$ cat src/rtl/mmio_gpio_responder_pkg.sv
`default_nettype none
// -----------------------------------------------------------------------------
// gpio_pkg : register offsets and default widths for the MMIO GPIO responder
// Revision 1.0
// -----------------------------------------------------------------------------
package gpio_pkg;

  localparam int GPIO_LED_WIDTH = 27;
  localparam int GPIO_SW_WIDTH  = 18;

  localparam logic [1:0] OFF_LED       = 2'd0;
  localparam logic [1:0] OFF_SW_STATUS = 2'd1;
  localparam logic [1:0] OFF_SW_EVENT  = 2'd2;
  localparam logic [1:0] OFF_RESERVED  = 2'd3;

endpackage
`default_nettype wire

$ cat src/rtl/mmio_gpio_responder_if.sv
`default_nettype none
// -----------------------------------------------------------------------------
// mmio_gpio_responder_if : MEM-stage data-port bundle (LDUR/STUR path)
// Revision 1.0
// -----------------------------------------------------------------------------
interface mmio_gpio_responder_if #(
  parameter int DATA_WIDTH = 64
) ();

  logic [DATA_WIDTH-1:0] address;
  logic [DATA_WIDTH-1:0] write_data;
  logic                  mem_write;
  logic                  mem_read;
  logic [DATA_WIDTH-1:0] read_data;
  logic                  hit;

  modport master (
    output address, write_data, mem_write, mem_read,
    input  read_data, hit
  );

  modport slave (
    input  address, write_data, mem_write, mem_read,
    output read_data, hit
  );

endinterface
`default_nettype wire

$ cat src/rtl/mmio_gpio_responder_switch_debouncer.sv
`default_nettype none
// -----------------------------------------------------------------------------
// switch_debouncer : 3-flop synchroniser plus one shared debounce counter
// Revision 1.0
// -----------------------------------------------------------------------------
module switch_debouncer
  import gpio_pkg::*;
#(
  parameter int SW_WIDTH        = GPIO_SW_WIDTH,
  parameter int DEBOUNCE_CYCLES = 4
) (
  input  logic                clock,
  input  logic                reset,
  input  logic [SW_WIDTH-1:0] switches,
  output logic [SW_WIDTH-1:0] stable,
  output logic [SW_WIDTH-1:0] new_events
);

  localparam int CNT_WIDTH = $clog2(DEBOUNCE_CYCLES);
  localparam logic [CNT_WIDTH-1:0] c_cnt_last = CNT_WIDTH'(DEBOUNCE_CYCLES - 1);

  logic [SW_WIDTH-1:0]  r_sync1;
  logic [SW_WIDTH-1:0]  r_sync2;
  logic [SW_WIDTH-1:0]  r_sync2_d;
  logic [SW_WIDTH-1:0]  r_stable;
  logic [CNT_WIDTH-1:0] r_counter;
  logic                 w_settled;
  logic                 w_accept;

  // The counter only advances while the whole bus is steady and differs from stable.
  assign w_settled = (r_sync2 != r_stable) && (r_sync2 == r_sync2_d);
  assign w_accept  = w_settled && (r_counter == c_cnt_last);

  always_ff @(posedge clock) begin
    if (reset) begin
      r_sync1   <= '0;
      r_sync2   <= '0;
      r_sync2_d <= '0;
      r_stable  <= '0;
      r_counter <= '0;
    end else begin
      r_sync1   <= switches;
      r_sync2   <= r_sync1;
      r_sync2_d <= r_sync2;
      if (!w_settled) begin
        r_counter <= '0;
      end else if (w_accept) begin
        r_stable  <= r_sync2;
        r_counter <= '0;
      end else begin
        r_counter <= r_counter + CNT_WIDTH'(1);
      end
    end
  end

  assign stable     = r_stable;
  assign new_events = w_accept ? (r_stable ^ r_sync2) : '0;

endmodule
`default_nettype wire

$ cat src/rtl/mmio_gpio_responder.sv
`default_nettype none
// -----------------------------------------------------------------------------
// mmio_gpio_responder : MMIO GPIO slave - LED register, debounced switches, W1C events
// Revision 1.0
// -----------------------------------------------------------------------------
module mmio_gpio_responder
  import gpio_pkg::*;
#(
  parameter int                  DATA_WIDTH      = 64,
  parameter logic [DATA_WIDTH-1:0] BASE_ADDR     = 256,
  parameter int                  DEBOUNCE_CYCLES = 4,
  parameter int                  SW_WIDTH        = GPIO_SW_WIDTH,
  parameter int                  LED_WIDTH       = GPIO_LED_WIDTH
) (
  input  logic                  clock,
  input  logic                  reset,
  mmio_gpio_responder_if.slave  bus,
  input  logic [SW_WIDTH-1:0]   switches,
  output logic [LED_WIDTH-1:0]  leds
);

  logic [DATA_WIDTH-1:0] w_offset_full;
  logic [1:0]            w_offset;
  logic                  w_hit;
  logic                  w_wr;
  logic [SW_WIDTH-1:0]   w_stable;
  logic [SW_WIDTH-1:0]   w_new_events;
  logic [SW_WIDTH-1:0]   w_clear;
  logic [DATA_WIDTH-1:0] w_reg_data;
  logic                  w_unused_wdata;

  logic [LED_WIDTH-1:0]  r_leds;
  logic [SW_WIDTH-1:0]   r_event;

  // Addresses below the base wrap to a huge offset, so one compare covers both edges.
  assign w_offset_full  = bus.address - BASE_ADDR;
  assign w_hit          = (w_offset_full[DATA_WIDTH-1:2] == '0);
  assign w_offset       = w_offset_full[1:0];
  assign w_wr           = bus.mem_write && w_hit;
  assign w_unused_wdata = ^bus.write_data;

  switch_debouncer #(
    .SW_WIDTH        (SW_WIDTH),
    .DEBOUNCE_CYCLES (DEBOUNCE_CYCLES)
  ) u_debouncer (
    .clock      (clock),
    .reset      (reset),
    .switches   (switches),
    .stable     (w_stable),
    .new_events (w_new_events)
  );

  assign w_clear = (w_wr && (w_offset == OFF_SW_EVENT)) ? bus.write_data[SW_WIDTH-1:0] : '0;

  always_ff @(posedge clock) begin
    if (reset) begin
      r_leds  <= '0;
      r_event <= '0;
    end else begin
      if (w_wr && (w_offset == OFF_LED)) begin
        r_leds <= bus.write_data[LED_WIDTH-1:0];
      end
      // A same-edge set beats the clear.
      r_event <= (r_event & ~w_clear) | w_new_events;
    end
  end

  always_comb begin
    w_reg_data = '0;
    case (w_offset)
      OFF_LED:       w_reg_data = DATA_WIDTH'(r_leds);
      OFF_SW_STATUS: w_reg_data = DATA_WIDTH'(w_stable);
      OFF_SW_EVENT:  w_reg_data = DATA_WIDTH'(r_event);
      default:       w_reg_data = '0;
    endcase
  end

  assign bus.read_data = (bus.mem_read && w_hit) ? w_reg_data : '0;
  assign bus.hit       = w_hit;
  assign leds          = r_leds;

endmodule
`default_nettype wire

$ cat src/flat_wrapper.sv
// flat-port wrapper written by rule: the top's interface ports become plain ports
module mmio_gpio_responder_flat import gpio_pkg::*;
#(
  parameter int                  DATA_WIDTH      = 64,
  parameter logic [DATA_WIDTH-1:0] BASE_ADDR     = 256,
  parameter int                  DEBOUNCE_CYCLES = 4,
  parameter int                  SW_WIDTH        = GPIO_SW_WIDTH,
  parameter int                  LED_WIDTH       = GPIO_LED_WIDTH
)
  (clock, reset, switches, leds, bus_address, bus_write_data, bus_mem_write, bus_mem_read, bus_read_data, bus_hit);
  mmio_gpio_responder_if #(.DATA_WIDTH(DATA_WIDTH)) bus_i ();
  input  logic clock;
  input  logic reset;
  input  logic [SW_WIDTH-1:0] switches;
  output logic [LED_WIDTH-1:0] leds;
  input wire logic [$bits(bus_i.address)-1:0] bus_address;
  input wire logic [$bits(bus_i.write_data)-1:0] bus_write_data;
  input wire logic [$bits(bus_i.mem_write)-1:0] bus_mem_write;
  input wire logic [$bits(bus_i.mem_read)-1:0] bus_mem_read;
  output wire logic [$bits(bus_i.read_data)-1:0] bus_read_data;
  output wire logic [$bits(bus_i.hit)-1:0] bus_hit;
  assign bus_i.address = bus_address;
  assign bus_i.write_data = bus_write_data;
  assign bus_i.mem_write = bus_mem_write;
  assign bus_i.mem_read = bus_mem_read;
  assign bus_read_data = bus_i.read_data;
  assign bus_hit = bus_i.hit;
  mmio_gpio_responder #(.DATA_WIDTH(DATA_WIDTH), .BASE_ADDR(BASE_ADDR), .DEBOUNCE_CYCLES(DEBOUNCE_CYCLES), .SW_WIDTH(SW_WIDTH), .LED_WIDTH(LED_WIDTH)) u_core (.clock(clock), .reset(reset), .bus(bus_i), .switches(switches), .leds(leds));
endmodule
$ cat config.mk
export PLATFORM = sky130hd
export DESIGN_NAME = mmio_gpio_responder_flat
export DESIGN_NICKNAME = d
export VERILOG_FILES = /design/src/rtl/mmio_gpio_responder_pkg.sv /design/src/rtl/mmio_gpio_responder_if.sv /design/src/rtl/mmio_gpio_responder_switch_debouncer.sv /design/src/rtl/mmio_gpio_responder.sv /design/src/flat_wrapper.sv
export SDC_FILE = /design/constraint.sdc
export NUM_CORES = 1
export LEC_CHECK = 0
export CORE_ASPECT_RATIO = 1.1
export CORE_MARGIN = 3
export CORE_UTILIZATION = 47
export CTS_BUF_LIST = sky130_fd_sc_hd__clkbuf_8
export DETAILED_ROUTE_END_ITERATION = 12
export GPL_TIMING_DRIVEN = 0
export PLACE_DENSITY = 0.87
export RECOVER_POWER = 50
export SLEW_MARGIN = 20
export SYNTH_ARGS = -nofsm -noshare
export SYNTH_HDL_FRONTEND = slang
export SYNTH_SLANG_ARGS = --single-unit
$ cat constraint.sdc
create_clock -name clock -period 7.3 [get_ports clock]
set_clock_uncertainty 0.2 [all_clocks]
set_input_delay 1.095 -clock clock [delete_from_list [all_inputs] [get_ports clock]]
set_output_delay 1.095 -clock clock [all_outputs]
set_load 0.02 [all_outputs]
==> impl_results.md <==
* Clk_lat worst skew at 0.44 ns
* Max-slew violation count at 0
* H-tree levels at 4
* Largest net degree at the start of global routing at 17
* Initial DRC count at 452
* Sequential cell area fraction in the yosys report at 41.01%
* Wirelength, routed at 16,750 um
* P_leak at 3.312 nW
* Min cycle time layout at 6.505 ns
* Core box area at 0.01175 mm2
* Cell Rows at 41
* DR vias at 5,540
* GRT Total Usage at 23.79%
* First-pass GRT wire length at 26,090 um
* RSZ-0062 raised after global routing: no
* CP cell instances: clkdlybuf4s50_1 > or3_1 > or4_4 > or4_4 > or2_4 > maj3_2 > o21ba_1 > buf_4 > and4_1 > buf_4 > buf_6 > and3_1 > clkdlybuf4s50_1
* # DRC at 0
* R2R Setup Slk at 4.03 ns
* Worst path top cell family by delay: simple AND/OR/NAND/NOR gates
* Worst endpoint required time at 6.00 ns
* Commonest non-fill, non-tap cells in the layout: clkdlybuf4s50_1 (139), dfxtp_1 (119), nor2b_1 (57)
* Final hold vios at 0
* Post-CTS Setup Inserts at 0
* Die Ht at 122.6 um
* Crit path DAT at 5.21 ns
* Clock buffer count from CTS at 17
* Initial antenna violation count at 0
* #FFs+latches synth at 119
* Ys flop type: dfxtp_1
* Hold EP: u_core.u_debouncer.r_counter[0]
* Post-DR wirelength/cell at 16.06 um
* Crit-path max FO at 10
* CP Buf/Inv Count at 5
* Status: complete, no violations
* # IOs at 242
* Number of synthesized flops with an enable pin at 0
* Share of cells above drive strength 1 at 9.742%
* FF-to-FF Start: u_core.u_debouncer.r_sync2[7]
* WS Path Type: primary input to primary output
* Inserted Diodes at 0
* PortBufs at 166
* Clock Root Buffer: clkbuf_8
* Setup crit end kind: primary output
* Clock-pin slew on the worst setup and hold paths at 0.07 ns
* Cts hold-fix bufs at 0
* Largest stage delay on the critical path at 0.61 ns
* Area of the die at 0.01373 mm2
* Post-synth cell types at 43
* CTS tree: yes
* DIE WIDTH at 112 um
* Pwr Total at 1.444 mW
* Clk sink count at 119
* Synthesized area per cell at 8.815 um2
* Setup Viol. Count Final at 0
* Pwr dens at 176.0 mW/mm2
* Total negative slack at 0 ns
* Post-synthesis async set-or-reset flop share at 0%
* Hold/Removal Path Class: flip-flop to flip-flop
* Final ANT Viol Nets at 0
* Slowest CP cell: clkdlybuf4s50_1
* Leading cell type in the layout, fill and taps excluded: clkdlybuf4s50_1
* Post-DP HPWL at 13,040 um
* Reported max-cap violation count at 0
* Clk buf depth at 2
* CP Launch Type: primary input
* Worst-margin pin slew at 0.7330 ns
* Area delta synth->final at 41.20%
* Yosys warnings at 0
* Routability congestion estimate at 0.8755
* DRT Pass-1 Iters at 6
* WHS Path Cells at 1
* Capture point of the worst reg-to-reg path: u_core.u_debouncer.stable[1]
* Post-CTS resize count at 0
* Fmax at 153.7 MHz
* Worst r2r path cells at 9
* Initial Utilization at 49.45%
* Hold Crit Start: u_core.u_debouncer.r_counter[0]
* Peak supply drop at 0.0001849 V
* Total grt overflow at 0
* Final Cycle Share at 89.12%
* Vias in the first global route at 5,223
* Post-Synthesis Cells at 659
* Syn Std Cell Area at 0.005809 mm2
* Routed vias/inst at 5.312
* Fillers at 877
* Nets at 1,031
* Slew Limit Headroom at 51.13%
[area by class of cell]
| class | instances | area [um2] | share of cell area [%] |
|---|---|---|---|
| buffer | 86 | 491.7 | 5.995 |
| clock buffer | 18 | 247.7 | 3.020 |
| clock inverter | 14 | 161.4 | 1.968 |
| inverter | 19 | 71.32 | 0.8694 |
| multi-input combinational | 471 | 2999 | 36.56 |
| sequential | 119 | 2382 | 29.04 |
| tap | 150 | 187.7 | 2.288 |
| timing repair buffer | 166 | 1662 | 20.26 |
[routing by layer]
layer | up-vias | track usage, % | routed length, um
li1 | 2718 | - | -
met1 | 2500 | 27.75 | 6657
met2 | 297 | 43.07 | 8400
met3 | 25 | 5.671 | 1430
met4 | 0 | 7.964 | 257
met5 | - | 0 | 0
[power by group]
group / switching, mW / internal [mW] / total [mW]
Clock: 0.286 / 0.322 / 0.608
Combinational: 0.0767 / 0.0901 / 0.167
Sequential: 0.00806 / 0.661 / 0.669
Total: 0.371 / 1.07 / 1.44
[Yosys cell counts (5+ instances only)]
library cell	number	area (um2)
dfxtp_1	119	2382
nor4_1	18	112.6
buf_2	6	30.03
buf_4	39	292.8
mux2i_1	36	360.4
buf_1	5	18.77
o41ai_1	20	175.2
nor3_1	5	25.02
and4_1	10	87.58
and3_1	18	112.6
nor2b_1	57	356.6
nand2_1	39	146.4
nand4_1	30	187.7
inv_1	19	71.32
xnor2_1	10	87.58
clkbuf_1	34	127.6
nor2_1	28	105.1
xor2_1	30	262.8
nand3_1	5	25.02
o21ai_0	21	105.1
o31ai_1	28	210.2
a21oi_1	45	225.2
or3_1	9	56.30
[cells by family after synthesis]
family	Yosys count	synth area share (%)
muxes	36	6.203
buffers and inverters	105	9.692
other	1	0.06455
DFF	119	41.01
adders and majority gates	2	0.4092
AOI/OAI and AO/OA	120	13.18
and+or+nand+nor	236	23.41
xor gates and xnor gates	40	6.030
[how the worst max path moves through the flow]
stage	cells past startpoint	start	slack, ns	to
global route	13	bus_address[28]	0.66	bus_read_data[8]
CTS	13	bus_address[28]	0.79	bus_read_data[8]
finish	13	bus_address[28]	0.79	bus_read_data[8]
floorplan	11	bus_address[28]	1.95	bus_read_data[25]
global placement	13	bus_address[28]	0.78	bus_read_data[8]
detailed placement	13	bus_address[28]	0.79	bus_read_data[8]
[through the flow]
stage | instances | worst slack [ns] | utilization [%] | cell area, um2 | hold WS (ns)
floorplan | 695 | 1.949 | - | 5944 | 0.2072
global placement | 1011 | 0.7846 | 66.34 | 7794 | 0.2163
detailed placement | 1011 | 0.7917 | 66.34 | 7794 | 0.2205
CTS | 1043 | 0.7868 | 69.83 | 8203 | 0.2308
global route | 1043 | 0.6553 | 69.83 | 8203 | 0.2425
finish | 1043 | 0.7945 | 69.83 | 8203 | 0.2279
[worst reg2reg max path, stage by stage, from the launching register on]
cell and delay [ns]:
dfxtp_1 0.37, xor2_1 0.18, nor4_1 0.35, nand3_1 0.12, nor4_1 0.33, o21ai_0 0.29
nor2_1 0.37, clkbuf_1 0.61, mux2i_1 0.26, nor2_1 0.07
[sequential cells by signal, indices dropped and copies added, names as in the netlist]
name                          flops
u_core.leds                      27
u_core.r_event                   18
u_core.u_debouncer.r_sync1       18
u_core.u_debouncer.r_sync2       18
u_core.u_debouncer.r_sync2_d     18
u_core.u_debouncer.stable        18
u_core.u_debouncer.r_counter      2
Note: power is estimated with default switching activity, not from simulation.
